--- src/rtl/biquad_cascade_sequencer_if.sv ---
// Staging-write, commit and filter-configuration signals shared by the
// biquad cascade sequencer and whoever drives it.
interface biquad_cascade_sequencer_if;
    logic         wr_en;
    logic [2:0]   wr_section;
    logic [2:0]   wr_index;
    logic [31:0]  wr_data;
    logic         commit;
    logic [15:0]  decim_n;
    logic         wr_ready;
    logic         busy;
    logic         wr_err;
    logic [31:0]  config_addr;
    logic [511:0] config_data;
    logic         axis_decii_clk;

    modport master (
        output wr_en, wr_section, wr_index, wr_data, commit, decim_n,
        input  wr_ready, busy, wr_err, config_addr, config_data, axis_decii_clk
    );

    modport slave (
        input  wr_en, wr_section, wr_index, wr_data, commit, decim_n,
        output wr_ready, busy, wr_err, config_addr, config_data, axis_decii_clk
    );
endinterface

--- src/rtl/biquad_cascade_sequencer.sv ---
// Stages biquad coefficients, pushes them section by section onto the config
// bus on commit, waits out a settle window, then issues the decimation strobe.
module biquad_cascade_sequencer #(
    parameter int          NUM_SECTIONS  = 4,
    parameter logic [31:0] BASE_ADDRESS  = 32'd1000,
    parameter logic [31:0] IDLE_ADDRESS  = 32'd0,
    parameter int          SETTLE_CYCLES = 4,
    parameter logic [31:0] COEF_ONE      = 32'h0FFF_FFFF
) (
    input  logic                      aclk,
    input  logic                      reset,
    biquad_cascade_sequencer_if.slave bus
);
    typedef enum logic [1:0] {IDLE, LOAD, SETTLE, RUN} state_t;

    localparam logic [3:0]  LAST_SECTION = 4'(NUM_SECTIONS - 1);
    localparam logic [15:0] SETTLE_LAST  = 16'(SETTLE_CYCLES - 1);

    state_t       state;
    logic [31:0]  staging [8][6];
    logic [3:0]   section;
    logic [15:0]  settle_count;
    logic [15:0]  decim_count;
    logic [15:0]  decim_period;
    logic         pending;
    logic         auto_commit;
    logic         ready_q;
    logic         busy_q;
    logic         err_q;
    logic [31:0]  addr_q;
    logic [511:0] data_q;
    logic         strobe_q;

    logic         write_ok;
    logic         start_load;
    logic [15:0]  decim_sample;
    logic [2:0]   load_sel;
    logic [511:0] load_data;

    assign write_ok = bus.wr_en && ready_q &&
                      ({1'b0, bus.wr_section} <= LAST_SECTION) &&
                      (bus.wr_index <= 3'd5);
    assign decim_sample = (bus.decim_n == 16'd0) ? 16'd1 : bus.decim_n;

    assign bus.wr_ready       = ready_q;
    assign bus.busy           = busy_q;
    assign bus.wr_err         = err_q;
    assign bus.config_addr    = addr_q;
    assign bus.config_data    = data_q;
    assign bus.axis_decii_clk = strobe_q;

    always_comb begin
        start_load = 1'b0;
        case (state)
            IDLE:    start_load = bus.commit || auto_commit;
            SETTLE:  start_load = (settle_count == SETTLE_LAST) && (pending || bus.commit);
            RUN:     start_load = bus.commit;
            default: start_load = 1'b0;
        endcase
    end

    // The write accepted in the same cycle as a commit is forwarded so section 0 carries it.
    always_comb begin
        load_sel  = 3'd0;
        load_data = '0;
        if (state == LOAD && section <= LAST_SECTION)
            load_sel = section[2:0];
        for (int k = 0; k < 6; k++) begin
            load_data[32*k +: 32] = staging[load_sel][k];
            if (write_ok && bus.wr_section == load_sel && bus.wr_index == 3'(k))
                load_data[32*k +: 32] = bus.wr_data;
        end
    end

    always_ff @(posedge aclk) begin
        if (reset) begin
            state        <= IDLE;
            section      <= 4'd0;
            settle_count <= 16'd0;
            decim_count  <= 16'd0;
            decim_period <= 16'd1;
            pending      <= 1'b0;
            auto_commit  <= 1'b1;
            ready_q      <= 1'b0;
            busy_q       <= 1'b0;
            err_q        <= 1'b0;
            addr_q       <= IDLE_ADDRESS;
            data_q       <= '0;
            strobe_q     <= 1'b0;
            for (int s = 0; s < 8; s++)
                for (int k = 0; k < 6; k++)
                    staging[s][k] <= (k == 0) ? COEF_ONE : 32'd0;
        end else begin
            if (write_ok)
                staging[bus.wr_section][bus.wr_index] <= bus.wr_data;
            if (bus.wr_en && !write_ok)
                err_q <= 1'b1;

            addr_q   <= IDLE_ADDRESS;
            data_q   <= '0;
            strobe_q <= 1'b0;

            if ((state == LOAD || state == SETTLE) && bus.commit)
                pending <= 1'b1;

            // Entering LOAD already emits section 0, so the bus trails commit by one cycle.
            if (start_load) begin
                state       <= LOAD;
                auto_commit <= 1'b0;
                pending     <= 1'b0;
                section     <= 4'd1;
                addr_q      <= BASE_ADDRESS;
                data_q      <= load_data;
                ready_q     <= 1'b0;
                busy_q      <= 1'b1;
                decim_count <= 16'd0;
            end else begin
                case (state)
                    LOAD: begin
                        if (section > LAST_SECTION) begin
                            state        <= SETTLE;
                            settle_count <= 16'd0;
                        end else begin
                            addr_q  <= BASE_ADDRESS + {28'd0, section};
                            data_q  <= load_data;
                            section <= section + 4'd1;
                        end
                    end
                    SETTLE: begin
                        if (settle_count == SETTLE_LAST) begin
                            state        <= RUN;
                            ready_q      <= 1'b1;
                            busy_q       <= 1'b0;
                            decim_count  <= 16'd0;
                            decim_period <= decim_sample;
                        end else begin
                            settle_count <= settle_count + 16'd1;
                        end
                    end
                    RUN: begin
                        if (decim_count == decim_period - 16'd1) begin
                            strobe_q     <= 1'b1;
                            decim_count  <= 16'd0;
                            decim_period <= decim_sample;
                        end else begin
                            decim_count <= decim_count + 16'd1;
                        end
                    end
                    default: ;
                endcase
            end
        end
    end
endmodule

--- src/flat_wrapper.sv ---
// flat-port wrapper written by rule: the top's interface ports become plain ports
module biquad_cascade_sequencer_flat 
#(
    parameter int          NUM_SECTIONS  = 4,
    parameter logic [31:0] BASE_ADDRESS  = 32'd1000,
    parameter logic [31:0] IDLE_ADDRESS  = 32'd0,
    parameter int          SETTLE_CYCLES = 4,
    parameter logic [31:0] COEF_ONE      = 32'h0FFF_FFFF
)
  (aclk, reset, bus_wr_en, bus_wr_section, bus_wr_index, bus_wr_data, bus_commit, bus_decim_n, bus_wr_ready, bus_busy, bus_wr_err, bus_config_addr, bus_config_data, bus_axis_decii_clk);
  biquad_cascade_sequencer_if bus_i ();
  input  logic aclk;
  input  logic reset;
  input wire logic [$bits(bus_i.wr_en)-1:0] bus_wr_en;
  input wire logic [$bits(bus_i.wr_section)-1:0] bus_wr_section;
  input wire logic [$bits(bus_i.wr_index)-1:0] bus_wr_index;
  input wire logic [$bits(bus_i.wr_data)-1:0] bus_wr_data;
  input wire logic [$bits(bus_i.commit)-1:0] bus_commit;
  input wire logic [$bits(bus_i.decim_n)-1:0] bus_decim_n;
  output wire logic [$bits(bus_i.wr_ready)-1:0] bus_wr_ready;
  output wire logic [$bits(bus_i.busy)-1:0] bus_busy;
  output wire logic [$bits(bus_i.wr_err)-1:0] bus_wr_err;
  output wire logic [$bits(bus_i.config_addr)-1:0] bus_config_addr;
  output wire logic [$bits(bus_i.config_data)-1:0] bus_config_data;
  output wire logic [$bits(bus_i.axis_decii_clk)-1:0] bus_axis_decii_clk;
  assign bus_i.wr_en = bus_wr_en;
  assign bus_i.wr_section = bus_wr_section;
  assign bus_i.wr_index = bus_wr_index;
  assign bus_i.wr_data = bus_wr_data;
  assign bus_i.commit = bus_commit;
  assign bus_i.decim_n = bus_decim_n;
  assign bus_wr_ready = bus_i.wr_ready;
  assign bus_busy = bus_i.busy;
  assign bus_wr_err = bus_i.wr_err;
  assign bus_config_addr = bus_i.config_addr;
  assign bus_config_data = bus_i.config_data;
  assign bus_axis_decii_clk = bus_i.axis_decii_clk;
  biquad_cascade_sequencer #(.NUM_SECTIONS(NUM_SECTIONS), .BASE_ADDRESS(BASE_ADDRESS), .IDLE_ADDRESS(IDLE_ADDRESS), .SETTLE_CYCLES(SETTLE_CYCLES), .COEF_ONE(COEF_ONE)) u_core (.aclk(aclk), .reset(reset), .bus(bus_i));
endmodule
--- config.mk ---
export PLATFORM = sky130hd
export DESIGN_NAME = biquad_cascade_sequencer_flat
export DESIGN_NICKNAME = d
export VERILOG_FILES = /design/src/rtl/biquad_cascade_sequencer_if.sv /design/src/rtl/biquad_cascade_sequencer.sv /design/src/flat_wrapper.sv
export SDC_FILE = /design/constraint.sdc
export NUM_CORES = 2
export LEC_CHECK = 0
export CAP_MARGIN = 20
export CELL_PAD_IN_SITES_DETAIL_PLACEMENT = 0
export CELL_PAD_IN_SITES_GLOBAL_PLACEMENT = 2
export CORE_UTILIZATION = 35
export CTS_CLUSTER_DIAMETER = 80
export DETAILED_ROUTE_END_ITERATION = 7
export GPL_ROUTABILITY_DRIVEN = 0
export PLACE_DENSITY = 0.81
export SETUP_SLACK_MARGIN = 0.15
export SLEW_MARGIN = 20
export SYNTH_ARGS = -nofsm -noshare
export SYNTH_HDL_FRONTEND = slang
export SYNTH_SLANG_ARGS = --single-unit
--- constraint.sdc ---
create_clock -name aclk -period 4.53 [get_ports aclk]
set_input_delay 0.453 -clock aclk [delete_from_list [all_inputs] [get_ports aclk]]
set_output_delay 0.453 -clock aclk [all_outputs]
set_load 0.01 [all_outputs]
Word-level counts from Yosys, hierarchy flattened
Memory sizes are Yosys's and may differ from the RTL's.
Index checks and enable logic that the tools add are counted.

storage, ports and cells
  word-level logic and storage cells = 139
  memories kept = 1
  bits in writable memories = 1536
  bits in registers = 583

operators by class
  order comparisons = 6
  $add $sub $neg = 5
  reductions and logical operators = 42
  bitwise gates (word level) = 5
  mux-type cells = 45
  equality and inequality tests = 18

memory list
  memory          depth  width  read ports  clocked after Yosys merged registers in  write ports  line                            RTL
  u_core.staging  8      192    1           0                                        8            biquad_cascade_sequencer.sv:20  logic [31:0] staging [8][6];

operator list
  cell                   number
  $mux 192               6
  $mux 32                7
  $reduce_or 192->1      1
  $mux 16                7
  $demux 32 s3           1
  $pmux 16 s2            3
  $add 16x1->16 const B  2
  $mux 10                3
  $eq 16x16->1           1
  $eq 16x2->1 const B    1
  $logic_not 16->1       1
  $sub 16x1->16 const B  1
  $logic_and 1x1->1      15
  $mux 1                 12
  $add 10x4->11 const A  1
  $reduce_and 2->1       5
  $reduce_bool 2->1      5
  $reduce_and 4->1       2
  $eq 3x2->1 const B     2
  $eq 3x3->1 const B     2
  $mux 3                 2
  $ne 2x2->1 const B     3
  $ne 3x2->1 const B     2
  $reduce_and 3->1       2
  other kinds (25)       34

Depth between registers and ports, before layout
  word-level depth = 10
  depth in mapped cells = 13
  gate-level depth less buffers = 10

Least setup slack after synthesis
No wires, ideal clock.

  path kind = register -> register
  start = register u_core.state[1]
  end = register u_core.data_q[183] (netlist: u_core.bus.config_data[183])
  data required time = 4.460 ns
  slack = 1.068 ns
  arrival = 3.391 ns
  period minus slack after synthesis = 3.462 ns
  cell stages (with the launch flop) = 14
  setup time = 0.070 ns
  path through = dfxtp_1 -> inv_1 -> ha_1 -> nor3b_1 -> nand2_1 -> xnor2_1 -> or3_1 -> or2_2 -> clkbuf_1 -> nor2_1 -> clkbuf_1 -> buf_2 -> nand2_1 -> a21oi_1

between the ends
  cells in the longest elaborated chain, start to end = 10
  elaborated cells on any way between the ends = 15

RTL lines
  item                                                                   line                             RTL
  start: declaration                                                     biquad_cascade_sequencer.sv:19   state_t state;
  start signal: assignment                                               biquad_cascade_sequencer.sv:77   state <= IDLE;
  start signal: assignment                                               biquad_cascade_sequencer.sv:108  state <= LOAD;
  start signal: assignment                                               biquad_cascade_sequencer.sv:121  state <= SETTLE;
  parallel branches: the longest is 9 deep, another holds $mem_v2 8x192  -
  $mux 192 *                                                             biquad_cascade_sequencer.sv:107  if (start_load) begin
  end signal: assignment                                                 biquad_cascade_sequencer.sv:113  data_q <= load_data;
  end signal: assignment                                                 biquad_cascade_sequencer.sv:125  data_q <= load_data;
  end: declaration                                                       biquad_cascade_sequencer.sv:31   logic [511:0] data_q;

Every way passes the cells marked *.
A chain may end at the register's enable or synchronous reset.

Final worst setup path
  start = register u_core.state[1]
  end = register u_core.data_q[86] (netlist: u_core.bus.config_data[86])

Same word-level chain as after synthesis.

==> key figures <==
Setup path
  • CP peak stage delay: 0.73 ns
  • CP dominant cell by count: buf_4
  • Critical path, cell by cell: inv_1 > ha_1 > nor3b_1 > buf_4 > nand2_4 > buf_12 > buf_4 > nand2_1 > nand3_1 > o211ai_1 > a21oi_1 > buf_4
  • Critical path data required time: 5.18 ns
  • CP startpoint kind: flop
  • WS Path Type: reg -> reg
  • Critical-path top delay cell: buf_4
  • CP arrival: 4.17 ns
  • Crit Path Max Fanout: 141
  • Crit end category: flop

Global route
  • Gr busiest metal: met2
  • Largest net degree at the start of global routing: 179
  • Number of global-route vias before repair: 29,900
  • M3 GR Usage: 3.22%
  • GRT Util Overall: 19.9%
  • Initial antenna violation count: 9
  • Routing usage on met2: 32.6%
  • Met1 Track Usage GR: 27.2%
  • First-pass GRT wire length: 202,000 um
  • Grt ovf: 0

Clock tree
  • H-Tree Depth: 3
  • CTS tree: built
  • CTS Sinks: 1,026
  • Clock Tree Root: clkbuf_16
  • Num CTS Buffers: 114
  • Max Root-Sink Buffers: 3
  • Post-CTS resize count: 0
  • Worst-Skew Late Latency: 0.73 ns
  • Hold_buf cts: 0
  • Clock-pin slew on the worst setup and hold paths: 0.06 ns
  • Post-CTS Setup Bufs: 0

STA
  • Minimum clock period: 3.52 ns
  • Max Clock Skew: 0.0328 ns
  • Slew Viols, Final: 0
  • Min Hold Slack: 0.277 ns
  • Worst Max-Slew Pin Slew: 1.07 ns
  • Final hold violations: 0
  • Final setup vio count: 0
  • Slew margin rel.: 28.6%
  • Unrepaired setup endpoints after global routing: false
  • Total negative slack: 0 ns
  • Fmax: 284 MHz
  • Crit share post-route: 77.7%

Finish
  • Share of cells above drive strength 1: 10.7%
  • Commonest non-fill, non-tap cell in the layout: edfxtp_1
  • Finished Cell Area: 54,700 um^2
  • Post-route insts no fill: 6,263
  • Area growth syn-to-layout: 16.0%
  • Commonest cells after routing, fill and taps aside: edfxtp_1, and2_1, nand2_1
  • Final net count: 4,459

Route
  • Via density: 4.96
  • Drt pass-1 iters: 5
  • Vias: 31,100
  • Total Wirelength: 139,000 um
  • Routed Antenna Nets: 0
  • DR iter-0 viols: 2,792
  • Post-route DRC: 0
  • Wire length per cell: 22.1 um

Flow run
  • Max-Cap Viols: 0

Floorplan
  • Die W: 369 um
  • Rows: 134
  • Die area: 136,000 um^2
  • Initial Utilization: 35.3%
  • I/O pin count: 606
  • Die Y-Extent: 369 um
  • Area of the core: 133,000 um^2

Power and ir drop
  • Cell area power density: 477 nW/um^2
  • Max rail drop VDD: 0.356 mV
  • Lkg Pwr: 19.6 nW

Placement
  • Port Buffers: 263
  • Post-DP HPWL: 82,800 um
  • Post-Place Cell Area: 50,700 um^2
  • Placed instance count: 6,044

Yosys
  • Area share of the largest cell type after synthesis: 48.9%
  • Cells after Synth: 4,262
  • Leading area contributor after synthesis: edfxtp_1
  • Synth area leaders: edfxtp_1, dfxtp_1, and2_1, buf_4, nand2_1
  • EDFF count, synth: 768
  • Most common flop cell mapped by yosys: edfxtp_1
  • Distinct cell type count after synthesis: 64
  • Async set or reset register ratio after synthesis: 0%
  • Syn_area_per_cell: 11.1 um^2
  • Yosys reg bits: 1,026
  • Syn Std Cell Area: 47,100 um^2
  • Post-synthesis sequential area ratio: 59.9%
  • Total number of yosys warnings: 0

Hold path
  • Worst min path class: in -> reg

Status
  • Status: finished, final reports clean
final cells by class:
type | instances | area [um^2]
inverter | 13 | 48.8
multi-input combinational | 2844 | 16200
clock inverter | 63 | 707
antenna | 3 | 7.51
fill | 12700 | 78800
clock buffer | 153 | 3260
timing repair buffer | 393 | 3990
tap | 1768 | 2210
sequential | 1026 | 28200
through the flow:
| step | setup slack (ns) | power, mW | utilization (%) |
|---|---|---|---|
| 2_1_floorplan | 1.07 | 14.3 | - |
| 3_3_place_gp | 1.08 | 16.5 | 38.0 |
| 3_5_place_dp | 1.04 | 16.5 | 38.0 |
| 4_1_cts | 1.02 | 26.3 | 41.0 |
| 5_1_grt | 0.719 | 27.0 | 41.0 |
| 6_report | 1.01 | 26.1 | 41.0 |
worst max-delay path, delay by kind of cell, from the launching register on:
kind	cells	cell delay [ns]
adders and majority gates	1	0.25
and+or+nand+nor	4	0.52
DFF	1	0.37
AOI/OAI and AO/OA	2	0.39
buffers and inverters	5	1.73
state kept, by name, summed over array words and instances, names as in the netlist, 2 cells and up:
name,count
u_core.decim_period,16
u_core.bus.config_addr,6
u_core.staging,768
u_core.bus.config_data,192
u_core.state,2
u_core.section,4
u_core.settle_count,16
u_core.decim_count,16
path summary, 6_finish.rpt:
| check | startpoint | end | slack, ns | cells past startpoint |
|---|---|---|---|---|
| max | u_core.state[1] | u_core.bus.config_data[86] | 1.01 | 12 |
| min | bus_wr_data[4] | u_core.bus.config_data[36] | 0.28 | 3 |
| max reg2reg | u_core.state[1] | u_core.bus.config_data[86] | 1.01 | 12 |
| min reg2reg | u_core.bus.busy | u_core.bus.busy | 0.46 | 2 |
report_power, final:
part | switching [mW] | leakage, nW | internal (mW) | total (mW)
logic | 3.07 | 7.99 | 1.98 | 5.05
registers | 0.500 | 9.64 | 10.8 | 11.3
clock network | 3.96 | 1.97 | 5.79 | 9.75
total | 7.53 | 19.6 | 18.5 | 26.1
cell families (layout without fill, tap and decap cells):
| kind of cell | after synthesis | count (layout) | share of synthesized area, % |
|---|---|---|---|
| xor+xnor | 41 | 41 | 0.762 |
| flops | 1026 | 1026 | 59.9 |
| mux | 97 | 97 | 2.32 |
| other cells | 1 | 347 | 0.00796 |
| compound gates | 574 | 574 | 8.37 |
| buf+inv | 735 | 622 | 8.70 |
| simple gates | 1779 | 1779 | 19.7 |
| fa+ha+maj | 9 | 9 | 0.239 |
metal layers:
metal	part of all wire [%]	vias to the layer above
met4	2.2	0
met2	48	1041
met5	0	-
met3	6.2	156
li1	-	14400
met1	44	15500
synthesized netlist by cell type, drive strengths merged (4+ instances only):
| cell | number |
|---|---|
| nor2 | 74 |
| a21oi | 232 |
| nor4 | 7 |
| xor2 | 24 |
| clkbuf | 352 |
| nand2b | 7 |
| dfxtp | 258 |
| or3 | 124 |
| nand4 | 6 |
| nand2 | 611 |
| or4 | 4 |
| buf | 370 |
| xnor2 | 17 |
| nor3 | 14 |
| and3 | 5 |
| edfxtp | 768 |
| a211oi | 97 |
| o211ai | 96 |
| nand3 | 126 |
| nor2b | 100 |
| inv | 13 |
| and2 | 661 |
| o21ai | 32 |
| and4 | 5 |
| a311o | 96 |
| ha | 9 |
| or2 | 27 |
| mux2 | 96 |
No activity file was read; power rests on OpenSTA's default activity.
